File: src/rtl/imem_loader_pkg.sv
// Shared constants for the instruction-memory loader: FSM encodings,
// header width and a small state-classification helper.
package imem_loader_pkg;

  // Length header is a 16-bit little-endian word count.
  localparam int HDR_W = 16;

  // Loader FSM states.
  typedef enum logic [2:0] {
    ST_IDLE   = 3'd0,
    ST_LEN_LO = 3'd1,
    ST_LEN_HI = 3'd2,
    ST_DATA   = 3'd3,
    ST_DONE   = 3'd4,
    ST_ERR    = 3'd5
  } state_e;

  // True in the states that consume stream bytes (and therefore count as busy).
  function automatic logic rx_open(input state_e s);
    return (s == ST_LEN_LO) || (s == ST_LEN_HI) || (s == ST_DATA);
  endfunction

endpackage

File: src/rtl/byte_packer.sv
// Packs a byte stream little-endian into 32-bit words. Raises a one-cycle
// registered word-complete flag the cycle after the 4th byte is taken.
module byte_packer (
  input  logic        clk,
  input  logic        rst_n,
  input  logic        clr_i,
  input  logic        en_i,
  input  logic [7:0]  byte_i,
  output logic [31:0] word_o,
  output logic        fill_o,
  output logic        word_valid_o
);

  logic [31:0] word_q, word_d;
  logic [1:0]  cnt_q, cnt_d;
  logic        valid_q, valid_d;

  // Shift new bytes in from the top so the first byte ends up in [7:0].
  always_comb begin
    word_d  = word_q;
    cnt_d   = cnt_q;
    valid_d = 1'b0;
    if (clr_i) begin
      cnt_d = 2'd0;
    end else if (en_i) begin
      word_d  = {byte_i, word_q[31:8]};
      cnt_d   = cnt_q + 2'd1;
      valid_d = (cnt_q == 2'd3);
    end
  end

  // Packer state; async reset drops any pending word-complete flag.
  always_ff @(posedge clk or negedge rst_n) begin
    if (!rst_n) begin
      word_q  <= '0;
      cnt_q   <= '0;
      valid_q <= 1'b0;
    end else begin
      word_q  <= word_d;
      cnt_q   <= cnt_d;
      valid_q <= valid_d;
    end
  end

  assign word_o       = word_q;
  assign word_valid_o = valid_q;
  // Combinational: the byte being accepted right now completes a word.
  assign fill_o       = en_i & ~clr_i & (cnt_q == 2'd3);

endmodule

File: src/rtl/imem_loader.sv
// Instruction-memory loader: receives a 16-bit word count then that many
// little-endian 32-bit words, writes them to memory at ascending addresses,
// and releases the core reset only once the whole image is in place.
module imem_loader
  import imem_loader_pkg::*;
#(
  parameter int DEPTH_WORDS = 256
) (
  input  logic        clk,
  input  logic        rst_n,
  input  logic        start,
  input  logic [7:0]  rx_data,
  input  logic        rx_valid,
  output logic        rx_ready,
  output logic        we,
  output logic [31:0] waddr,
  output logic [31:0] wdata,
  output logic        cpu_rst_n,
  output logic        busy,
  output logic        done,
  output logic        err
);

  // One extra bit so a full DEPTH_WORDS image never wraps the index.
  localparam int IDX_W = $clog2(DEPTH_WORDS) + 1;
  localparam logic [HDR_W-1:0] DEPTH_N = HDR_W'(DEPTH_WORDS);

  state_e           state_q, state_d;
  logic [HDR_W-1:0] n_q, n_d;
  logic [HDR_W-1:0] len_full;
  logic [IDX_W-1:0] idx_q, idx_d;
  logic             xfer;
  logic             last_word;
  logic             pk_clr, pk_en, pk_fill, pk_valid;
  logic [31:0]      pk_word;

  assign xfer      = rx_valid & rx_ready;
  assign pk_en     = xfer & (state_q == ST_DATA);
  assign len_full  = {rx_data, n_q[7:0]};
  // Index of the word now being filled is idx_q: each write lands at least
  // three cycles before the next word can complete.
  assign last_word = (HDR_W'(idx_q) == (n_q - HDR_W'(1)));

  byte_packer u_packer (
    .clk          (clk),
    .rst_n        (rst_n),
    .clr_i        (pk_clr),
    .en_i         (pk_en),
    .byte_i       (rx_data),
    .word_o       (pk_word),
    .fill_o       (pk_fill),
    .word_valid_o (pk_valid)
  );

  // Next-state logic: header parse, data phase and word index advance.
  always_comb begin
    state_d = state_q;
    n_d     = n_q;
    idx_d   = idx_q;
    pk_clr  = 1'b0;
    if (pk_valid) idx_d = idx_q + IDX_W'(1);
    case (state_q)
      ST_IDLE, ST_DONE, ST_ERR: begin
        if (start) begin
          state_d = ST_LEN_LO;
          n_d     = '0;
          idx_d   = '0;
          pk_clr  = 1'b1;
        end
      end
      ST_LEN_LO: begin
        if (xfer) begin
          n_d[7:0] = rx_data;
          state_d  = ST_LEN_HI;
        end
      end
      ST_LEN_HI: begin
        if (xfer) begin
          n_d = len_full;
          if (len_full == '0)          state_d = ST_DONE;
          else if (len_full > DEPTH_N) state_d = ST_ERR;
          else                         state_d = ST_DATA;
        end
      end
      ST_DATA: begin
        // Leave as the final byte is taken so the closing write overlaps DONE
        // and no further byte is consumed.
        if (pk_fill && last_word) state_d = ST_DONE;
      end
      default: state_d = ST_IDLE;
    endcase
  end

  // State, length and word index registers.
  always_ff @(posedge clk or negedge rst_n) begin
    if (!rst_n) begin
      state_q <= ST_IDLE;
      n_q     <= '0;
      idx_q   <= '0;
    end else begin
      state_q <= state_d;
      n_q     <= n_d;
      idx_q   <= idx_d;
    end
  end

  // Status outputs decoded purely from the state register.
  always_comb begin
    rx_ready  = 1'b0;
    busy      = 1'b0;
    done      = 1'b0;
    err       = 1'b0;
    cpu_rst_n = 1'b0;
    if (rx_open(state_q)) begin
      rx_ready = 1'b1;
      busy     = 1'b1;
    end
    if (state_q == ST_DONE) begin
      done      = 1'b1;
      cpu_rst_n = 1'b1;
    end
    if (state_q == ST_ERR) err = 1'b1;
  end

  // Write port is zero except in the single cycle a word is issued.
  assign we    = pk_valid;
  assign wdata = pk_valid ? pk_word : 32'd0;
  assign waddr = pk_valid ? {{(32 - IDX_W - 2){1'b0}}, idx_q, 2'b00} : 32'd0;

endmodule

File: config.mk
export PLATFORM = sky130hd
export DESIGN_NAME = imem_loader
export DESIGN_NICKNAME = d
export VERILOG_FILES = /design/src/rtl/imem_loader_pkg.sv /design/src/rtl/byte_packer.sv /design/src/rtl/imem_loader.sv
export SDC_FILE = /design/constraint.sdc
export NUM_CORES = 1
export LEC_CHECK = 0
export ABC_AREA = 1
export CAP_MARGIN = 20
export CELL_PAD_IN_SITES_DETAIL_PLACEMENT = 1
export CELL_PAD_IN_SITES_GLOBAL_PLACEMENT = 1
export CORE_MARGIN = 2
export CORE_UTILIZATION = 30
export CTS_BUF_LIST = sky130_fd_sc_hd__clkbuf_8 sky130_fd_sc_hd__clkbuf_16
export DETAILED_ROUTE_END_ITERATION = 6
export PLACE_DENSITY_LB_ADDON = 0.1
export SYNTH_ARGS = -nofsm -noshare
export SYNTH_HDL_FRONTEND = slang
export SYNTH_HIERARCHICAL = 1
export SYNTH_SLANG_ARGS = --single-unit
File: constraint.sdc
create_clock -name clk -period 2.45 [get_ports clk]
set_input_delay 0.49 -clock clk [delete_from_list [all_inputs] [get_ports clk]]
set_output_delay 0.49 -clock clk [all_outputs]
set_load 0.005 [all_outputs]
==> flow_summary.json <==
{
  "fillers": 1612,
  "hold_viol": 0,
  "whs_ns": 0.156,
  "cellPowerDensity_mw_per_mm2": 1130,
  "ios": 82,
  "ys_ff_latch": 63,
  "place_ws_ns": -0.0444,
  "grt.overflow.total": 0,
  "io_buffers": 58,
  "cts_tree": "done",
  "drtPass1Iterations": 4,
  "cp.required_ns": 2.66,
  "ys_seq_area_share_pct": 40.3,
  "crit_fanout": 4,
  "ir_drop_mv": 0.377,
  "rsz0062_at_grt": "false",
  "cts.sinks": 63,
  "vias": 3609,
  "grt_first_pass_wirelength_um": 19000,
  "start_kind": "register",
  "ctsHtreeMaxLevel": 3,
  "yosys_warnings": 6,
  "core_area_sq_mm": 0.0127,
  "clk_pin_slew_worst_paths_ns": 0.06,
  "grt_max_degree": 64,
  "drt_wl_total_um": 11300,
  "fin_crit_sh_pct": 86.5,
  "drcViolationCount": 0,
  "numCtsBuffers": 9,
  "synth_area_leaders": "dfrtp_1 40%, nand2_1 18%, inv_1 8.1%",
  "wl_per_cell_um": 14.1,
  "finalSetupViolations": 0,
  "grt_use_total_pct": 16.8,
  "fin_area_sq_mm": 0.00497,
  "max_clock_freq_ghz": 0.472,
  "drive_above_1_share_pct": 10.2,
  "crit_type": "register to register",
  "diodes": 0,
  "maxCapViolations": 0,
  "die_area_sq_mm": 0.0140,
  "ant_nets": 0,
  "endpoint_kind": "register",
  "finClkSkew_ns": 0.00558,
  "syn_avg_cell_area_sq_um": 6.98,
  "slew_viol_final": 0,
  "die_w_um": 118,
  "synth_top_area_cell": "dfrtp_1",
  "place_area_sq_mm": 0.00462,
  "status": "complete, no violations",
  "netlist_instances": 561,
  "total_power_uw": 5630,
  "arrival_ns": 2.33,
  "final_util_pct": 39.2,
  "clockBufferDepth": 2,
  "die_h_um": 118,
  "yosysTopAreaCellShare_pct": 40.3,
  "start_util_pct": 30.9,
  "synth.cell_area_sq_mm": 0.00392,
  "power.leakage_uw": 0.00272,
  "drt_iter0_drc": 165,
  "finalWorstSetupSlack_ns": 0.331,
  "multi_input_area_sq_mm": 0.00179,
  "grt_antenna_before_repair": 0,
  "register_area_sq_mm": 0.00158,
  "ys_types": 31,
  "grt_pass1_vias": 3732,
  "fin_nets": 642,
  "vias_per_cell": 4.50,
  "clk-insertion-delay-late_ns": 0.32,
  "hold_path.class": "input port to asynchronous set/reset pin",
  "rows": 41,
  "root_buffer": "clkbuf_16",
  "gp_congestion": 0.903,
  "area_growth_pct": 26.8,
  "hpwlAfterDp_um": 8420,
  "period_needed_ns": 2.12
}
## final timing paths
| kind | endpoint | depth (start not counted) | slack [ns] | start |
|---|---|---|---|---|
| max reg2reg | state_q[1] | 17 | 0.33 | state_q[0] |
| max in group asynchronous | idx_q[6] | 2 | 1.97 | rst_n |
| min in group clk | u_packer/word_o[0] | 2 | 0.47 | u_packer/word_o[0] |
| min | n_q[11] | 2 | 0.16 | rst_n |
| max | state_q[1] | 17 | 0.33 | state_q[0] |
| min reg2reg | u_packer/word_o[0] | 2 | 0.47 | u_packer/word_o[0] |
## final cells by class
class                      count  area share [%]
timing repair buffer          73            14.4
inverter                      92            6.95
clock buffer                  10            4.81
tap                          172            4.33
sequential                    63            31.8
multi-input combinational    386            36.0
clock inverter                 6            1.71
## cells by family (layout without fill, tap and decap cells)
family | after synthesis | after routing | synth area share (%)
buffers and inverters | 134 | 181 | 16.3
other | 1 | 23 | 0.0958
AO/OA/AOI/OAI | 41 | 41 | 6.46
XOR/XNOR | 1 | 1 | 0.224
AND/OR/NAND/NOR | 316 | 316 | 35.0
adder cells (fa/ha/maj) | 5 | 5 | 1.60
flip-flops | 63 | 63 | 40.3
## layout by cell type (no fill, tap or decap), types with 2 or more instances in the layout
master	instances
dfrtp_1	61
nand3_2	2
nor4_1	2
o22ai_1	4
nor2_2	6
o21ai_0	10
nand2_4	2
inv_2	9
nand2_1	189
o21bai_1	2
nand4_1	6
clkdlybuf4s50_1	57
buf_12	2
nand3_1	60
inv_1	84
nand2_2	3
nor3_1	3
dfrtp_2	2
o211ai_1	2
conb_1	23
bufinv_16	2
clkbuf_16	9
buf_4	13
o21ai_1	11
nor2_1	37
ha_1	5
a21oi_1	8
nor2_4	5
## metrics by stage
step	instances	setup TNS (ns)
after floorplan	583	0
after global placement	784	0
after detailed placement	784	-0.0877
after CTS	800	0
after global routing	802	0
final	802	0
## critical path: stages, from the launching register on
cell	delay [ns]
dfrtp_2	0.42
inv_2	0.07
nor2_2	0.12
inv_2	0.07
nor3_2	0.20
nand2_1	0.10
nor2_1	0.13
nand3_1	0.09
nor2_1	0.09
o21ai_0	0.08
nor2_1	0.11
nand3_1	0.08
nor2_1	0.08
nand2_1	0.06
nand2_2	0.09
nand2_2	0.07
nand2_1	0.08
nand2_1	0.06
## timing repair
item                                    in CTS  in global routing
resized for setup                            0                  4
hold buffers                                 0                  0
endpoints found under the setup margin       0                  3
setup buffers                                0                  2
## power breakdown
part | internal [uW] | total, uW | switching (uW)
registers | 1420 | 1770 | 346
logic | 846 | 2460 | 1620
clock network | 915 | 1400 | 481
total | 3180 | 5630 | 2440
## flip-flops by register name (all words and copies together), names as in the netlist
name	flops
u_packer/cnt_q	2
n_q	16
u_packer/word_valid_o	1
u_packer/word_o	32
idx_q	9
state_q	3
## cells in the mapped netlist
library cell,n
nand2_1,189
inv_1,84
dfrtp_1,63
nand3_1,60
nor2_1,38
buf_4,26
o21ai_1,11
o21ai_0,10
a21oi_1,8
inv_2,8
buf_2,7
nand4_1,6
clkbuf_1,5
ha_1,5
nor2_2,5
nor2_4,5
buf_6,4
nor3_1,4
o22ai_1,4
nand2_2,3
nand2_4,2
nand3_2,2
nor4_1,2
o211ai_1,2
o21bai_1,2
a21o_1,1
a21oi_2,1
a21oi_4,1
conb_1,1
o22ai_4,1
xnor2_1,1
## per-layer routing
metal	wire, um	track usage, %	share of wire [%]
met5	0	0	0
met4	141	5.80	1.3
met3	324	2.36	2.9
met2	5190	26.8	46
met1	5610	23.4	50
No activity file was read; power rests on OpenSTA's default activity.
